### src/rtl/pattern_count_sched_if.sv
// Request/response bundle for pattern_count_sched: NUM_REQ packed request
// channels toward the matcher and one result channel back.
interface pattern_count_sched_if #(
    parameter int DATA_WIDTH    = 32,
    parameter int PATTERN_WIDTH = 3,
    parameter int NUM_REQ       = 4,
    parameter int COUNT_WIDTH   = $clog2(DATA_WIDTH) + 1
);
    localparam int ID_W = (NUM_REQ > 1) ? $clog2(NUM_REQ) : 1;

    // Both channels use valid/ready: a transfer happens on a rising edge where
    // valid and ready are both high; the payload is held stable by its source
    // while valid is high and ready is low.
    logic [NUM_REQ-1:0]               req_valid;
    logic [NUM_REQ-1:0]               req_ready;
    logic [NUM_REQ*DATA_WIDTH-1:0]    req_data;
    logic [NUM_REQ*PATTERN_WIDTH-1:0] req_pattern;
    logic                             rsp_valid;
    logic                             rsp_ready;
    logic [COUNT_WIDTH-1:0]           rsp_count;
    logic [ID_W-1:0]                  rsp_id;
    logic                             busy;

    modport master (
        output req_valid, req_data, req_pattern, rsp_ready,
        input  req_ready, rsp_valid, rsp_count, rsp_id, busy
    );

    modport slave (
        input  req_valid, req_data, req_pattern, rsp_ready,
        output req_ready, rsp_valid, rsp_count, rsp_id, busy
    );
endinterface

### src/rtl/pattern_count_sched.sv
// Shared sliding-window pattern counter: a round-robin arbiter picks one
// requester, then one overlapping window is compared per cycle, MSB first.
module pattern_count_sched #(
    parameter int DATA_WIDTH    = 32,
    parameter int PATTERN_WIDTH = 3,
    parameter int NUM_REQ       = 4,
    parameter int COUNT_WIDTH   = $clog2(DATA_WIDTH) + 1
) (
    input  logic                clk,
    input  logic                rst,
    pattern_count_sched_if.slave bus,
    output logic [1:0]          dbg_state
);
    localparam int ID_W  = (NUM_REQ > 1) ? $clog2(NUM_REQ) : 1;
    localparam int IDX_W = (DATA_WIDTH > 1) ? $clog2(DATA_WIDTH) : 1;

    typedef enum logic [1:0] {
        IDLE = 2'd0,
        SCAN = 2'd1,
        RESP = 2'd2
    } state_t;

    state_t state, state_nxt;

    logic [DATA_WIDTH-1:0]    data_q;
    logic [PATTERN_WIDTH-1:0] pattern_q;
    logic [ID_W-1:0]          id_q;
    logic [ID_W-1:0]          last_grant;
    logic [ID_W-1:0]          grant_id;
    logic [ID_W-1:0]          cand;
    logic [COUNT_WIDTH-1:0]   count_q;
    logic [IDX_W-1:0]         idx_q;
    logic [PATTERN_WIDTH-1:0] window;
    logic                     grant_any;
    logic                     last_window;
    logic                     window_match;

    // Search starts just after the last winner; reset leaves last_grant at
    // NUM_REQ-1 so requester 0 has first priority.
    always_comb begin
        grant_any = 1'b0;
        grant_id  = '0;
        cand      = '0;
        if (state == IDLE && !rst) begin
            for (int k = 1; k <= NUM_REQ; k++) begin
                cand = ID_W'((int'(last_grant) + k) % NUM_REQ);
                if (!grant_any && bus.req_valid[cand]) begin
                    grant_any = 1'b1;
                    grant_id  = cand;
                end
            end
        end
    end

    always_comb begin
        bus.req_ready = '0;
        if (grant_any) begin
            bus.req_ready[grant_id] = 1'b1;
        end
    end

    // Window at idx covers bits idx down to idx-PATTERN_WIDTH+1.
    assign window       = PATTERN_WIDTH'(data_q >> (int'(idx_q) - (PATTERN_WIDTH - 1)));
    assign window_match = (window == pattern_q);
    assign last_window  = (idx_q == IDX_W'(PATTERN_WIDTH - 1));

    always_ff @(posedge clk or posedge rst) begin
        if (rst) begin
            state <= IDLE;
        end else begin
            state <= state_nxt;
        end
    end

    always_comb begin
        state_nxt = state;
        case (state)
            IDLE: if (grant_any)     state_nxt = SCAN;
            SCAN: if (last_window)   state_nxt = RESP;
            RESP: if (bus.rsp_ready) state_nxt = IDLE;
            default:                 state_nxt = IDLE;
        endcase
    end

    always_ff @(posedge clk or posedge rst) begin
        if (rst) begin
            data_q     <= '0;
            pattern_q  <= '0;
            id_q       <= '0;
            last_grant <= ID_W'(NUM_REQ - 1);
            count_q    <= '0;
            idx_q      <= IDX_W'(DATA_WIDTH - 1);
        end else if (grant_any) begin
            data_q     <= bus.req_data[int'(grant_id)*DATA_WIDTH +: DATA_WIDTH];
            pattern_q  <= bus.req_pattern[int'(grant_id)*PATTERN_WIDTH +: PATTERN_WIDTH];
            id_q       <= grant_id;
            last_grant <= grant_id;
            count_q    <= '0;
            idx_q      <= IDX_W'(DATA_WIDTH - 1);
        end else if (state == SCAN) begin
            if (window_match) begin
                count_q <= count_q + COUNT_WIDTH'(1);
            end
            idx_q <= idx_q - IDX_W'(1);
        end
    end

    // Result fields read zero outside RESP so a stale count never leaks.
    assign bus.rsp_valid = (state == RESP);
    assign bus.rsp_count = (state == RESP) ? count_q : '0;
    assign bus.rsp_id    = (state == RESP) ? id_q : '0;
    assign bus.busy      = (state != IDLE);
    assign dbg_state     = state;
endmodule

### src/flat_wrapper.sv
// flat-port wrapper written by rule: the top's interface ports become plain ports
module pattern_count_sched_flat 
#(
    parameter int DATA_WIDTH    = 32,
    parameter int PATTERN_WIDTH = 3,
    parameter int NUM_REQ       = 4,
    parameter int COUNT_WIDTH   = $clog2(DATA_WIDTH) + 1
)
  (clk, rst, dbg_state, bus_req_valid, bus_req_data, bus_req_pattern, bus_rsp_ready, bus_req_ready, bus_rsp_valid, bus_rsp_count, bus_rsp_id, bus_busy);
  pattern_count_sched_if #(.DATA_WIDTH(DATA_WIDTH), .PATTERN_WIDTH(PATTERN_WIDTH), .NUM_REQ(NUM_REQ), .COUNT_WIDTH(COUNT_WIDTH)) bus_i ();
  input  logic clk;
  input  logic rst;
  output logic [1:0] dbg_state;
  input wire logic [$bits(bus_i.req_valid)-1:0] bus_req_valid;
  input wire logic [$bits(bus_i.req_data)-1:0] bus_req_data;
  input wire logic [$bits(bus_i.req_pattern)-1:0] bus_req_pattern;
  input wire logic [$bits(bus_i.rsp_ready)-1:0] bus_rsp_ready;
  output wire logic [$bits(bus_i.req_ready)-1:0] bus_req_ready;
  output wire logic [$bits(bus_i.rsp_valid)-1:0] bus_rsp_valid;
  output wire logic [$bits(bus_i.rsp_count)-1:0] bus_rsp_count;
  output wire logic [$bits(bus_i.rsp_id)-1:0] bus_rsp_id;
  output wire logic [$bits(bus_i.busy)-1:0] bus_busy;
  assign bus_i.req_valid = bus_req_valid;
  assign bus_i.req_data = bus_req_data;
  assign bus_i.req_pattern = bus_req_pattern;
  assign bus_i.rsp_ready = bus_rsp_ready;
  assign bus_req_ready = bus_i.req_ready;
  assign bus_rsp_valid = bus_i.rsp_valid;
  assign bus_rsp_count = bus_i.rsp_count;
  assign bus_rsp_id = bus_i.rsp_id;
  assign bus_busy = bus_i.busy;
  pattern_count_sched #(.DATA_WIDTH(DATA_WIDTH), .PATTERN_WIDTH(PATTERN_WIDTH), .NUM_REQ(NUM_REQ), .COUNT_WIDTH(COUNT_WIDTH)) u_core (.clk(clk), .rst(rst), .bus(bus_i), .dbg_state(dbg_state));
endmodule
### config.mk
export PLATFORM = sky130hd
export DESIGN_NAME = pattern_count_sched_flat
export DESIGN_NICKNAME = d
export VERILOG_FILES = /design/src/rtl/pattern_count_sched_if.sv /design/src/rtl/pattern_count_sched.sv /design/src/flat_wrapper.sv
export SDC_FILE = /design/constraint.sdc
export NUM_CORES = 1
export LEC_CHECK = 0
export CELL_PAD_IN_SITES_DETAIL_PLACEMENT = 2
export CELL_PAD_IN_SITES_GLOBAL_PLACEMENT = 2
export CORE_UTILIZATION = 26
export CTS_CLUSTER_SIZE = 10
export DETAILED_ROUTE_END_ITERATION = 16
export HOLD_SLACK_MARGIN = 0.08
export PLACE_DENSITY_LB_ADDON = 0.1
export SLEW_MARGIN = 20
export SYNTH_ARGS = -nofsm -noshare
export SYNTH_HDL_FRONTEND = slang
export SYNTH_SLANG_ARGS = --single-unit
### constraint.sdc
create_clock -name clk -period 7.8 [get_ports clk]
set_input_delay 0.78 -clock clk [delete_from_list [all_inputs] [get_ports clk]]
set_output_delay 0.78 -clock clk [all_outputs]
set_load 0.005 [all_outputs]
==> Word level (Yosys, flattened, before mapping) <==
Cells that the tools add are included.
{ "word_totals": {"ff_bits": 52, "mem_bits_ro": 0, "memories": 0, "ram_bits": 0, "out_inout_bits": 16, "latch_bits": 0, "word_cells": 81, "input_bits": 147} }
{ "op_classes": {"bitwise": 0, "addsub": 7, "n_eq_ne": 7, "multipliers": 1, "n_reduce_logical": 15, "n_div": 0, "order_cmp": 6, "shift": 3, "muxes": 35} }
{ "op_table": {"columns": ["cell", "count"], "rows": [
  ["128-bit by 8-bit indexed part select with 32-bit output", 1],
  ["12-bit by 32-bit indexed part select with 3-bit output", 1],
  ["32-bit by 32-bit >> shifter with 3-bit output", 1],
  ["6-bit two-way mux", 4],
  ["2-bit two-way mux", 9],
  ["2-bit by 3-bit less-than comparator with 1-bit output (second input constant)", 5],
  ["1-bit two-way mux", 13],
  ["5-bit two-way mux", 2],
  ["1-bit binary-select mux with 2-bit select", 4],
  ["6-bit by 1-bit adder with 6-bit output (second input constant)", 1],
  ["2-bit one-hot mux with 3 select lines", 1],
  ["2-bit nonzero test", 3],
  ["5-bit by 2-bit subtractor with 6-bit output (second input constant)", 1],
  ["5-bit by 2-bit equality test with 1-bit output (second input constant)", 1],
  ["1-bit logical AND", 5],
  ["5-bit by 1-bit subtractor with 5-bit output (second input constant)", 1],
  ["2-bit by 1-bit adder with 2-bit output (second input constant)", 2],
  ["2-bit adder (second input constant)", 2],
  ["1-bit zero test", 4],
  ["2-bit by 2-bit multiplier with 4-bit output (second input constant)", 1],
  ["4-bit two-way mux", 1],
  ["2-bit by 1-bit != test with 1-bit output (second input constant)", 2],
  ["3-bit equality test", 1],
  ["3-bit AND reduction", 1],
  ["other kinds (7)", 7]
]} }

==> Longest topological paths before layout <==
Gate-level depths: netlist of run 1.
{ "logic_depth": {"depth_word": 22, "mapped_depth": 14, "depth_no_buf": 10} }

==> Least setup slack after synthesis of run 1 <==
No wires, ideal clock.
{ "synth_timing": {"path_type": "register to register", "from": "reg u_core.idx_q[1]", "to": "reg u_core.count_q[1]", "required_time_ns": 7.680, "slack_ns": 4.294, "path_stages_with_launch": 12, "synth_period_minus_slack_ns": 3.506, "arrival_time_ns": 3.385, "cell_sequence": "dfstp_2 clkbuf_1 inv_1 clkbuf_1 ha_1 buf_2 buf_1 mux4_2 o2111ai_2 xor2_2 a31oi_1 a41o_1"} }
{ "synth_between": {"elab_chain_cells": 5} }
{ "synth_rtl": {"columns": ["item", "line_no", "source"], "rows": [
  ["start: declaration", "pattern_count_sched.sv:32", "logic [IDX_W-1:0] idx_q;"],
  ["start signal: assignment", "pattern_count_sched.sv:92", "idx_q <= IDX_W'(DATA_WIDTH - 1);"],
  ["start signal: assignment", "pattern_count_sched.sv:99", "idx_q <= IDX_W'(DATA_WIDTH - 1);"],
  ["start signal: assignment", "pattern_count_sched.sv:104", "idx_q <= idx_q - IDX_W'(1);"],
  ["5-bit by 2-bit subtractor with 6-bit output", "pattern_count_sched.sv:63", "assign window = PATTERN_WIDTH'(data_q >> (int'(idx_q) - (PATTERN_WIDTH - 1)));"],
  ["32-bit by 32-bit >> shifter with 3-bit output", "pattern_count_sched.sv:63", null],
  ["3-bit equality test", "pattern_count_sched.sv:64", "assign window_match = (window == pattern_q);"],
  ["2-bit nonzero test (no source line)", null, null],
  ["2-bit AND reduction (no source line)", null, null],
  ["end signal: assignment", "pattern_count_sched.sv:102", "count_q <= count_q + COUNT_WIDTH'(1);"],
  ["end: declaration", "pattern_count_sched.sv:31", "logic [COUNT_WIDTH-1:0] count_q;"]
]} }
No other way between the ends.
A chain may end at the register's enable or synchronous reset.

==> Final worst setup path of run 1 <==
{ "layout_timing": {"from": "in bus_req_valid[0]", "to": "out bus_req_ready[3]"} }
{ "layout_between": {"elab_chain_cells": 21, "elab_cells_between_ends": 33, "cone_classes": "order compare: 2; mux: 24; reduce/logical: 7"} }
{ "layout_rtl": {"columns": ["item", "line_no", "source"], "rows": [
  ["start: declaration", "flat_wrapper.sv:14", "input wire logic [$bits(bus_i.req_valid)-1:0] bus_req_valid;"],
  ["1-bit binary-select mux with 2-bit select", "pattern_count_sched.sv:47", "if (!grant_any && bus.req_valid[cand]) begin"],
  ["1-bit two-way mux (not written as such)", "pattern_count_sched.sv:47", null],
  ["1-bit two-way mux", "pattern_count_sched.sv:47", null],
  ["1-bit two-way mux", "pattern_count_sched.sv:44", "if (state == IDLE && !rst) begin"],
  ["1-bit zero test", "pattern_count_sched.sv:47", null],
  ["1-bit logical AND", "pattern_count_sched.sv:47", null],
  ["1-bit two-way mux", "pattern_count_sched.sv:47", null],
  ["1-bit two-way mux", "pattern_count_sched.sv:44", null],
  ["[... 5 more ...]", null, null],
  ["1-bit logical AND", "pattern_count_sched.sv:47", null],
  ["2-bit two-way mux", "pattern_count_sched.sv:47", null],
  ["2-bit two-way mux", "pattern_count_sched.sv:44", null],
  ["2-bit by 3-bit less-than comparator with 1-bit output (not written as such) or 2-bit by 1-bit >= comparator with 1-bit output (tied branches)", "pattern_count_sched.sv:58", "bus.req_ready[grant_id] = 1'b1;"],
  ["1-bit logical AND (not written as such)", "pattern_count_sched.sv:58", null],
  ["1-bit two-way mux (not written as such)", "pattern_count_sched.sv:58", null],
  ["1-bit demux with 2-bit select", null, null],
  ["4-bit two-way mux (*)", "pattern_count_sched.sv:57", "if (grant_any) begin"],
  ["end: declaration", "flat_wrapper.sv:18", "output wire logic [$bits(bus_i.req_ready)-1:0] bus_req_ready;"]
]} }
Mark *: on every way between the ends. The rest lies on a longest branch, timed or not. The select of a mux whose other input is x is not followed.

==> results.toml, run 1 <==
[outcome]
status = "finished, final reports clean"

[power_and_ir_drop]
seqPwrFrac = 0.302
switching_share = 0.454
pwr-share-clk = 0.123
p_sw_mw = 0.866
powerDensity_mw_per_mm2 = 327
power.leakage_nw = 2.38
total_power_mw = 1.91
irDropWorstVdd_v = 0.000121
internal_power_mw = 1.04
power_frac_comb = 0.575

[logic_synthesis]
yosysWarningCount = 0
synth_compound_area_frac = 0.239
synth_mux_area_frac = 0.116
synth.distinct_cells = 53
synth_ff_type = "dfrtp_1"
synth-seq-cells = 52
syn_nets = 643
yosys.area.top_type_share = 0.284
synthSimpleGateAreaFrac = 0.219
synth-adder-area-share = 0.0126
synth-xor-area-share = 0.0277
ys_seq_area_frac = 0.330
synth_area_mm2 = 0.00397
yosysTopAreaCell = "dfrtp_1"
synth-edff-count = 0
async_flop_share = 1.00
synthTopCellsByArea = "dfrtp_1 28%, nand2_1 12%, a221oi_1 7.9%, a21oi_1 5.5%, mux2i_1 5.0%"
synth_top_family_by_area = "compound AO/OA/AOI/OAI gates"
synthCells = 492
synth_area_per_cell_um2 = 8.07

[clock_tree]
ctsHoldBuffers = 0
post_cts_buffers = 0
path_clk_slew_ns = 0.07
clockRootBuffer = "clkbuf_16"
cts_resized = 0
clock-sinks = 52
htree_levels = 2
insertion_delay_ns = 0.30
cts_buffers = 5
clock_path_buffers = 2
cts_tree = "yes"

[die]
die-area_mm2 = 0.0158
die_w_um = 126
start_util = 0.270
rows = 44
ios = 163
die_height_um = 126
core_mm2 = 0.0147

[cells_and_area]
insertedDiodeCount = 0
fill_cells = 1637
multi_input_area_mm2 = 0.00245
final_nets = 776
final_core_util = 0.397
seq_area_mm2 = 0.00131
syn_to_final_growth_pct = 47.2
layout-drive-gt1-share = 0.0831

[worst_setup_path]
worstRegToRegCells = 9
arrival_ns = 3.65
critical_path_class = "in2out"
crit_fanout = 41
crit_start = "bus_req_valid[0]"
crit_family = "simple AND/OR/NAND/NOR gates"
critPathRequiredTime_ns = 7.02
slowest_stage = "nor2_4"
cpMostUsedCell = "clkdlybuf4s50_1"
max_stage_delay_ns = 0.75
worst-path-buf-inv = 2
setup.worst_path.end_class = "output pin"
worst-path-stages = 7
worstPathCellList = "clkdlybuf4s50_1 -> or3b_2 -> a21oi_1 -> nor3_1 -> nor2_4 -> nor2b_2 -> clkdlybuf4s50_1"
regToRegStartpoint = "u_core.idx_q[1]"
startpoint_type = "primary input"

[place]
dp_hpwl_mm = 12.4
port_buffers = 162
gp_congestion = 0.799

[sta]
slew_headroom = 0.320
max_freq_mhz = 226
worst_slew_pin_slew_ns = 1.02
min_period_ns = 4.43
finClkSkew_ns = 0.00395
setup_violations = 0
period_share = 0.568
rsz0062_at_grt = "no"
finalMaxSlewViolations = 0
final.setup.tns_ns = 0
hold_viol_final = 0

[hold_path]
min_path_type = "reg2reg"
min_path_cells = 1
hp-start = "u_core.id_q[1]"

[routing]
post_drt_wl_per_cell_um = 19.4
drc_errors = 0
drt_wl_total_mm = 15.7
vias = 4264
drt_iter0_drc = 96
dr.pass1.iters = 4
ant_nets = 0
viasPerCell = 5.26

[global_routing]
grt_usage = 0.206
grt_pass1_vias = 4864
grt_pass1_wl_mm = 25.5
antenna_found_initial = 0
grt_max_degree = 87
overflow = 0

[flow_run]
maxCapViolCount = 0
state kept, by name (all words and copies together) (netlist names):
register           flops
u_core.id_q            2
u_core.pattern_q       3
u_core.data_q         32
u_core.count_q         6
u_core.dbg_state       2
u_core.idx_q           5
u_core.last_grant      2
cells by family (layout without fill, tap and decap cells):
family | Yosys count | after routing
fa+ha+maj | 4 | 4
mux | 36 | 36
flops | 52 | 52
xor+xnor | 10 | 10
simple gates | 195 | 195
buf+inv | 50 | 184
compound gates | 145 | 145
cells in the final DEF, fill, tap and decap left out, types with 2 or more instances in the layout:
| cell type | count |
|---|---|
| and2_1 | 10 |
| xor2_1 | 2 |
| buf_4 | 6 |
| mux2_2 | 9 |
| nand2b_1 | 5 |
| mux4_2 | 7 |
| o211ai_1 | 4 |
| nor2_1 | 8 |
| xnor2_1 | 5 |
| and3_1 | 3 |
| a31oi_1 | 3 |
| clkbuf_16 | 5 |
| o21ai_0 | 37 |
| dfstp_2 | 7 |
| or2_2 | 2 |
| mux2i_1 | 20 |
| nand2_1 | 127 |
| a21o_1 | 2 |
| inv_1 | 7 |
| nand3_1 | 11 |
| nor2b_1 | 5 |
| dfrtp_1 | 45 |
| a21oi_1 | 44 |
| clkdlybuf4s50_1 | 162 |
| o22ai_1 | 5 |
| inv_6 | 2 |
| nor3_1 | 4 |
| nand4_1 | 5 |
| a221oi_1 | 36 |
| o2111ai_1 | 2 |
| nor3b_1 | 3 |
| ha_1 | 4 |
| xor2_2 | 3 |
worst reg2reg max path, stage by stage, from the launching register on:
cell and delay (ns):
dfstp_2 0.68, inv_1 0.28, ha_1 0.97, mux4_2 0.59, o211ai_1 0.25, a21oi_1 0.11, a211o_1 0.30, a21oi_2 0.31
nand4_1 0.24, mux2i_1 0.23
cell type report:
class                      count  share of cell area
clock buffer                   5              0.0214
clock inverter                 3             0.00428
inverter                       8             0.00514
multi-input combinational    390               0.420
sequential                    52               0.224
tap                          184              0.0394
timing repair buffer         168               0.285
power by group through the flow:
stage	clock network [mW]	registers, mW	logic (mW)
floorplan	0	0.476	0.863
global placement	0	0.574	1.07
detailed placement	0	0.586	1.11
CTS	0.243	0.581	1.11
global route	0.249	0.603	1.22
finish	0.234	0.577	1.10
stage by stage:
stage	hold slack (ns)	cells	cell area, µm²	setup WS, ns
finish	0.501	810	5840	3.37
global route	0.516	810	5840	3.20
CTS	0.513	810	5840	3.33
detailed placement	0.496	802	5690	3.32
global placement	0.456	802	5690	3.39
floorplan	0.441	492	3970	4.29
path summary, 6_finish.rpt:
path	slack [ns]	end
min in group asynchronous	1.07	u_core.id_q[0]
worst min-delay path	0.50	u_core.id_q[1]
max in group asynchronous	6.26	u_core.dbg_state[0]
worst min register to register	0.50	u_core.id_q[1]
worst max register to register	3.77	u_core.count_q[5]
worst max-delay path	3.37	bus_req_ready[3]
metal layers:
metal | routed length [µm] | share of wire | GRT usage
met5 | 0 | 0 | 0
met4 | 278 | 0.018 | 0.0545
met3 | 632 | 0.040 | 0.0385
met2 | 7660 | 0.49 | 0.361
met1 | 7160 | 0.45 | 0.257
synthesized netlist by cell type (4+ instances only):
| cell type | instances |
|---|---|
| nand2_1 | 127 |
| dfrtp_1 | 45 |
| a21oi_1 | 44 |
| o21ai_0 | 37 |
| a221oi_1 | 36 |
| clkbuf_1 | 28 |
| mux2i_1 | 20 |
| nand3_1 | 11 |
| and2_1 | 10 |
| nor2_1 | 10 |
| mux2_2 | 9 |
| inv_1 | 8 |
| buf_2 | 7 |
| dfstp_2 | 7 |
| mux4_2 | 7 |
| nor2b_1 | 6 |
| nand2b_1 | 5 |
| nand4_1 | 5 |
| o22ai_1 | 5 |
| xnor2_1 | 5 |
| buf_1 | 4 |
| ha_1 | 4 |
| nor3_1 | 4 |
| o211ai_1 | 4 |
Power figures use the tool's default switching activity.
==> inputs of run 2 (changes only) <==
- CORE_UTILIZATION: 26 -> 24
- clock period: 7.8 -> 4.6 ns (I/O delays scaled with it)
==> results.toml, run 2 (synthesized netlist as in run 1, its figures left out) <==
[outcome]
status = "finished, final reports clean"

[sta]
setup_ws_ns = 0.633
setup_violations = 0
finClkSkew_ns = 0.0108
worst_slew_pin_slew_ns = 0.855
max_freq_mhz = 252
rsz0062_at_grt = "no"
period_share = 0.862
hold_viol_final = 0
final.setup.tns_ns = 0
slew_headroom = 0.430
finalMaxSlewViolations = 0
min_period_ns = 3.97

[global_routing]
grt_max_degree = 86
grt_pass1_wl_mm = 25.6
grt_usage = 0.199
antenna_found_initial = 0
overflow = 0
grt_pass1_vias = 4602

[cells_and_area]
final_nets = 777
multi_input_area_mm2 = 0.00245
layout-drive-gt1-share = 0.0845
reg.largest.list = "u_core.data_q: 32 flops, u_core.count_q: 6 flops, u_core.idx_q: 5 flops"
top_register = "u_core.data_q"
fin_area_mm2 = 0.00589
syn_to_final_growth_pct = 48.4
largest_reg_flops = 32
fin_cells = 843
fill_cells = 1852
seq_area_mm2 = 0.00131
final_cell_mix = "162 x clkdlybuf4s50_1, 127 x nand2_1, 45 x dfrtp_1"
layout_commonest_cell = "clkdlybuf4s50_1"
insertedDiodeCount = 0

[worst_setup_path]
arrival_ns = 4.17
startpoint_type = "flip-flop"
setup.worst_path.end_class = "flip-flop"
crit_fanout = 22
critPathRequiredTime_ns = 4.80
critical_path_class = "reg2reg"

[flow_run]
maxCapViolCount = 0

[place]
gp_congestion = 0.798
port_buffers = 162
placedCellCount = 835
dpl_cell_area_mm2 = 0.00574
dp_hpwl_mm = 12.5
pre_cts_slack_ns = 0.631

[power_and_ir_drop]
powerDensity_mw_per_mm2 = 555
power.leakage_nw = 2.39
irDropWorstVdd_v = 0.000329

[die]
start_util = 0.248
die-area_mm2 = 0.0171
die_w_um = 131
die_height_um = 131
rows = 46
core_mm2 = 0.0160
ios = 163

[clock_tree]
clockRootBuffer = "clkbuf_16"
clock-sinks = 52
cts_tree = "yes"
insertion_delay_ns = 0.31
ctsHoldBuffers = 0
cts_buffers = 5
htree_levels = 2
post_cts_buffers = 0
cts_resized = 0
path_clk_slew_ns = 0.08
clock_path_buffers = 2

[routing]
dr.pass1.iters = 4
drt_wl_total_mm = 16.4
viasPerCell = 5.03
drt_iter0_drc = 193
vias = 4240
post_drt_wl_per_cell_um = 19.5
drc_errors = 0
ant_nets = 0

[hold_path]
min_path_type = "reg2reg"
-- run 2: changes by cell type in the layout (fill, tap and decap cells not counted) --
cell,before,now
buf_4,6,7
clkbuf_8,0,1
clkinv_2,0,1
clkinvlp_4,1,0
inv_6,2,1
-- run 2: routing by layer --
layer  global-route usage  vias to the layer above  part of all wire
li1                     -                     2041                 -
met3               0.0423                       12             0.046
met4               0.0581                        0             0.014
met5                    0                        -                 0
met1                0.259                     2098              0.46
met2                0.332                       89              0.48
-- run 2: report_power, final --
| group | leakage, nW | switching [mW] | internal, mW |
|---|---|---|---|
| sequential | 0.638 | 0.303 | 0.690 |
| combinational | 1.68 | 1.00 | 0.871 |
| clock | 0.0772 | 0.184 | 0.218 |
| total | 2.39 | 1.49 | 1.78 |
-- run 2: final timing paths --
| kind | start | to | slack (ns) | cells after the start |
|---|---|---|---|---|
| setup / recovery | u_core.idx_q[1] | u_core.count_q[1] | 0.63 | 9 |
| max in group asynchronous | rst | u_core.data_q[20] | 3.38 | 3 |
| setup reg to reg | u_core.idx_q[1] | u_core.count_q[1] | 0.63 | 9 |
| hold reg to reg | u_core.id_q[1] | u_core.id_q[1] | 0.48 | 1 |
| hold / removal | u_core.id_q[1] | u_core.id_q[1] | 0.48 | 1 |
| min in group asynchronous | rst | u_core.id_q[0] | 0.75 | 3 |
-- run 2: layout make-up --
cell class              instances  share of cell area
flip-flops and latches         52               0.222
well taps                     216              0.0459
inverters                       8             0.00510
clock inverters                 2             0.00234
repair buffers                169               0.284
clock buffers                   6              0.0236
multi-input cells             390               0.417
-- run 2: metrics by stage --
stage | utilization | hold slack, ns | power (mW)
2_1_floorplan | - | 0.441 | 2.27
3_3_place_gp | 0.359 | 0.457 | 2.81
3_5_place_dp | 0.359 | 0.462 | 2.89
4_1_cts | 0.368 | 0.478 | 3.32
5_1_grt | 0.368 | 0.524 | 3.54
6_report | 0.368 | 0.476 | 3.27
-- run 2: worst max-delay path: stages (launching register included) --
cell and delay (ns):
dfstp_2 0.70, inv_1 0.27, ha_1 0.93, mux2i_1 0.19
mux4_2 0.52, o31ai_1 0.38, o211ai_1 0.16, a21oi_2 0.34
a31oi_1 0.13, a41o_1 0.23
==> inputs of run 3 (changes only) <==
- CORE_MARGIN: unset -> 2
- GPL_ROUTABILITY_DRIVEN: unset -> 0
- SETUP_SLACK_MARGIN: unset -> 0.05
==> results.toml, run 3 (synthesized netlist as in run 1, its figures left out) <==
[die]
core_mm2 = 0.0163
die_height_um = 133
die-area_mm2 = 0.0176
rows = 47
start_util = 0.243
die_w_um = 133
ios = 163

[routing]
ant_nets = 0
drt_iter0_drc = 146
drt_wl_total_mm = 16.5
vias = 4310
drc_errors = 0
viasPerCell = 5.08
post_drt_wl_per_cell_um = 19.4
dr.pass1.iters = 4

[cells_and_area]
seq_area_mm2 = 0.00131
syn_to_final_growth_pct = 49.2
final_core_util = 0.362
largest_reg_flops = 32
multi_input_area_mm2 = 0.00245
layout-drive-gt1-share = 0.0860
reg.largest.list = "u_core.data_q: 32 flops, u_core.count_q: 6 flops, u_core.idx_q: 5 flops"
final_cell_mix = "162 x clkdlybuf4s50_1, 127 x nand2_1, 45 x dfrtp_1"
top_register = "u_core.data_q"
final_nets = 778
fill_cells = 1920
layout_commonest_cell = "clkdlybuf4s50_1"

[clock_tree]
ctsHoldBuffers = 0
path_clk_slew_ns = 0.07
post_cts_buffers = 0
clock-sinks = 52
cts_resized = 0
clockRootBuffer = "clkbuf_16"
cts_buffers = 5
clock_path_buffers = 2
htree_levels = 2
insertion_delay_ns = 0.29
cts_tree = "yes"

[worst_setup_path]
worstPathCellList = "inv_1 -> ha_1 -> xor2_2 -> nor2_1 -> or2_1 -> mux4_2 -> o2111ai_2 -> xor2_2 -> a31oi_1 -> a41o_1"
cpMostUsedCell = "xor2_2"
crit_start = "u_core.idx_q[1]"
worst-path-buf-inv = 1
critPathRequiredTime_ns = 4.78
worstReg2RegEnd = "u_core.count_q[1]"
slowest_stage = "dfstp_2"
crit_family = "XOR/XNOR gates"
setup.worst_path.end_class = "flip-flop"
critical_path_class = "reg2reg"
crit_fanout = 15
regToRegStartpoint = "u_core.idx_q[1]"
startpoint_type = "flip-flop"
regToRegSetupSlack_ns = 0.80
arrival_ns = 3.98
max_stage_delay_ns = 0.68
worstRegToRegCells = 10

[sta]
min_period_ns = 3.80
hold_viol_final = 0
finalMaxSlewViolations = 0
worst_slew_pin_slew_ns = 0.796
slew_headroom = 0.468
period_share = 0.825
rsz0062_at_grt = "no"
max_freq_mhz = 263
final.setup.tns_ns = 0
setup_violations = 0
finClkSkew_ns = 0.00508

[global_routing]
grt_use_met1 = 0.243
grt.busiest_layer = "met2"
grt_pass1_vias = 4796
antenna_found_initial = 0
grt_pass1_wl_mm = 26.4
overflow = 0
grt_usage = 0.188
grt_max_degree = 86
grt.met3_usage = 0.0295
met2_usage = 0.330

[hold_path]
min_path_type = "reg2reg"
hp-start = "u_core.id_q[1]"
min_path_cells = 1
holdPathEnd = "u_core.id_q[1]"

[place]
dp_hpwl_mm = 12.8
port_buffers = 162

[flow_run]
maxCapViolCount = 0

[power_and_ir_drop]
irDropWorstVdd_v = 0.000296
powerDensity_mw_per_mm2 = 556
power.leakage_nw = 2.40

[outcome]
status = "finished, final reports clean"
## run 3: cell types whose count changed in the layout (fill, tap and decap cells not counted), sizes merged
| cell | delta |
|---|---|
| bufinv | +1 |
| clkinvlp | +1 |
| buf | +1 |
| inv | -1 |
| diode | +1 |
| clkbuf | -1 |
## run 3: area by class of cell
class	count	area share
inverters	8	0.00507
multi-input cells	390	0.414
well taps	220	0.0465
clock buffers	5	0.0211
flip-flops and latches	52	0.221
repair buffers	170	0.284
clock inverters	3	0.00719
diodes	1	0.000423
## run 3: power by group
group / internal [mW] / total (mW) / switching (mW) / leakage (nW)
registers: 0.691 / 0.992 / 0.301 / 0.638
logic: 0.878 / 1.87 / 0.996 / 1.68
clock network: 0.256 / 0.427 / 0.171 / 0.0798
total: 1.82 / 3.29 / 1.47 / 2.40
## run 3: how the worst max path moves through the flow
stage | endpoint | slack, ns | depth (start not counted)
final | u_core.count_q[1] | 0.80 | 10
after global routing | u_core.count_q[4] | 0.45 | 9
after CTS | u_core.count_q[4] | 0.71 | 10
after detailed placement | u_core.count_q[4] | 0.74 | 9
after global placement | u_core.count_q[1] | 0.91 | 9
after floorplan | u_core.count_q[1] | 1.09 | 11
## run 3: layer usage
layer	part of all wire	vias to the layer above
li1	-	2055
met1	0.45	2152
met2	0.50	89
met3	0.035	14
met4	0.017	0
met5	0	-
## run 3: stage by stage
stage | hold WS (ns) | power [mW] | worst slack [ns] | instances | area [µm²]
floorplan | 0.441 | 2.27 | 1.09 | 492 | 3970
global placement | 0.460 | 2.81 | 0.910 | 840 | 5750
detailed placement | 0.458 | 2.89 | 0.739 | 840 | 5750
CTS | 0.474 | 3.35 | 0.714 | 848 | 5920
global route | 0.495 | 3.60 | 0.445 | 848 | 5920
finish | 0.473 | 3.29 | 0.804 | 849 | 5920
==> variant: new RTL, config.mk and constraints of run 3 <==
`DATA_WIDTH` is set to 32 in 3 places; all go to 64.
--- a/src/rtl/pattern_count_sched_if.sv
+++ b/src/rtl/pattern_count_sched_if.sv
@@ -2,5 +2,5 @@
 // channels toward the matcher and one result channel back.
 interface pattern_count_sched_if #(
-    parameter int DATA_WIDTH    = 32,
+    parameter int DATA_WIDTH    = 64,
     parameter int PATTERN_WIDTH = 3,
     parameter int NUM_REQ       = 4,
--- a/src/rtl/pattern_count_sched.sv
+++ b/src/rtl/pattern_count_sched.sv
@@ -2,5 +2,5 @@
 // requester, then one overlapping window is compared per cycle, MSB first.
 module pattern_count_sched #(
-    parameter int DATA_WIDTH    = 32,
+    parameter int DATA_WIDTH    = 64,
     parameter int PATTERN_WIDTH = 3,
     parameter int NUM_REQ       = 4,
--- a/src/flat_wrapper.sv
+++ b/src/flat_wrapper.sv
@@ -2,5 +2,5 @@
 module pattern_count_sched_flat 
 #(
-    parameter int DATA_WIDTH    = 32,
+    parameter int DATA_WIDTH    = 64,
     parameter int PATTERN_WIDTH = 3,
     parameter int NUM_REQ       = 4,
Ports: changed (resized bus_req_data and bus_rsp_count); port bits go from 163 to 292. The function was not compared with the original's and may differ.
==> variant against run 3 <==
Synthesized cell count up 76%. Worst setup slack lost 0.47 ns. Sequential share of layout area decreased by 1.7 points. First-iteration DRC count grew to 3.1 times the old value. Power increased by 72%. Wire length up 83%. Via count rose by 82%. Maximum frequency shrank 11%. Die area rose by 75%. Final area up 79%. Utilization is 0.55 points higher. Synthesized area grew 77%. Sequential cell count up 34. Sequential power is 77% higher. Critical endpoint is now u_core.count_q[5].
==> variant: results (changes against run 3) <==
sequential share of the synthesized area 30.72% (-2.3 points); HPWL Detailed 23080 um (+80%); global-route wire length before repair 47320 um (+80%); HP Start u_core.count_q[6]; largest net degree at the start of global routing 88 (+2.3%); worst flop-to-flop path endpoint u_core.count_q[5]; top flop regs u_core.data_q: 64 flops, u_core.count_q: 7 flops, u_core.idx_q: 6 flops; largest cells by area after synthesis dfrtp_1 (28%), nand2_1 (12%), mux4_2 (9.3%); Syn Nets 1144 (+78%); family with the most delay on the worst path simple AND/OR/NAND/NOR gates; share of cells above drive strength 1 8.829% (+0.23 points); met2 usage 32.32% (-0.70 points); DRT iter0 DRCs 458 (+210%); Filler Cell Count 3274 (+71%); All-Layer GR Usage 19.44% (+0.59 points); Synth cell types 70 (+32%); Peak VDD IR 0.2524 mV (-15%); CP peak stage delay 0.53 ns (-0.15 ns); WHS 0.4885 ns (+0.01588 ns); seq pwr 1760 uW (+77%); share of power burned in registers 31.0% (+0.9 points); status finished clean; power share of the clock group 12.7% (-0.3 points); routed wire length 30150 um (+83%); Setup Skew 0.006323 ns (+0.001245 ns); H-tree depth 3 (+1); placed cells 1478 (+76%); GRT met3 Usage 3.982% (+1.0 points); Worst slew margin 51.61% (+4.8 points); Commonest cells post-synth nand2_1 (226), o21ai_0 (82), a21oi_1 (79), dfrtp_1 (78), a221oi_1 (70); CP Max Fanout 40 (+25); Lkg Pwr 0.004130 uW (+72%); Gate Count Post-Synth 864 (+76%); total CTS buffers 9 (+4)
variant: changes by cell type after synthesis, sizes merged, moves of 13 or more:
cell	change
a221oi	+35
nand2	+99
nor2	+13
mux4	+24
o21ai	+45
dfrtp	+33
a21oi	+34
clkbuf	+27
buf	+16
variant: cell type report:
class	count	area, um2	share of cell area (%)
Sequential cell	86	2166	20.47
Clock buffer	12	236.5	2.235
Timing Repair Buffer	315	3112	29.41
Multi-Input combinational cell	681	4492	42.45
Inverter	12	47.55	0.4493
Clock inverter	4	47.55	0.4493
Tap cell	384	480.5	4.541
variant: cells by family (layout without fill, tap and decap cells):
| family | Yosys count | in the layout | synth area share [%] |
|---|---|---|---|
| adder cells (fa/ha/maj) | 5 | 5 | 0.8889 |
| AO/OA/AOI/OAI | 291 | 291 | 27.20 |
| multiplexers | 61 | 61 | 14.36 |
| AND/OR/NAND/NOR | 315 | 315 | 19.15 |
| buffers and inverters | 97 | 343 | 6.187 |
| XOR/XNOR | 9 | 9 | 1.493 |
| flip-flops | 86 | 86 | 30.72 |
variant: layer usage:
layer	part of all wire, %	up-vias	wire [um]
met4	1.5	0	449
met5	0	-	0
li1	-	3680	-
met3	5.6	27	1700
met1	45	3905	13550
met2	48	224	14450
variant: timing repair:
item,in CTS,in global routing
gates resized for setup,0,3
endpoints found under the setup margin,0,1
hold buffers,0,0
variant: how the worst max path moves through the flow:
stage                         start                end  slack [ns]  cells after the start
finish              u_core.idx_q[1]  u_core.count_q[5]        0.34                     13
global route        u_core.idx_q[1]  u_core.count_q[5]        0.08                     13
CTS                 u_core.idx_q[1]  u_core.count_q[5]        0.18                     13
detailed placement  u_core.idx_q[1]  u_core.count_q[5]        0.23                     13
global placement    u_core.idx_q[1]  u_core.count_q[5]        0.24                     13
floorplan           u_core.idx_q[1]  u_core.count_q[3]        0.67                     15
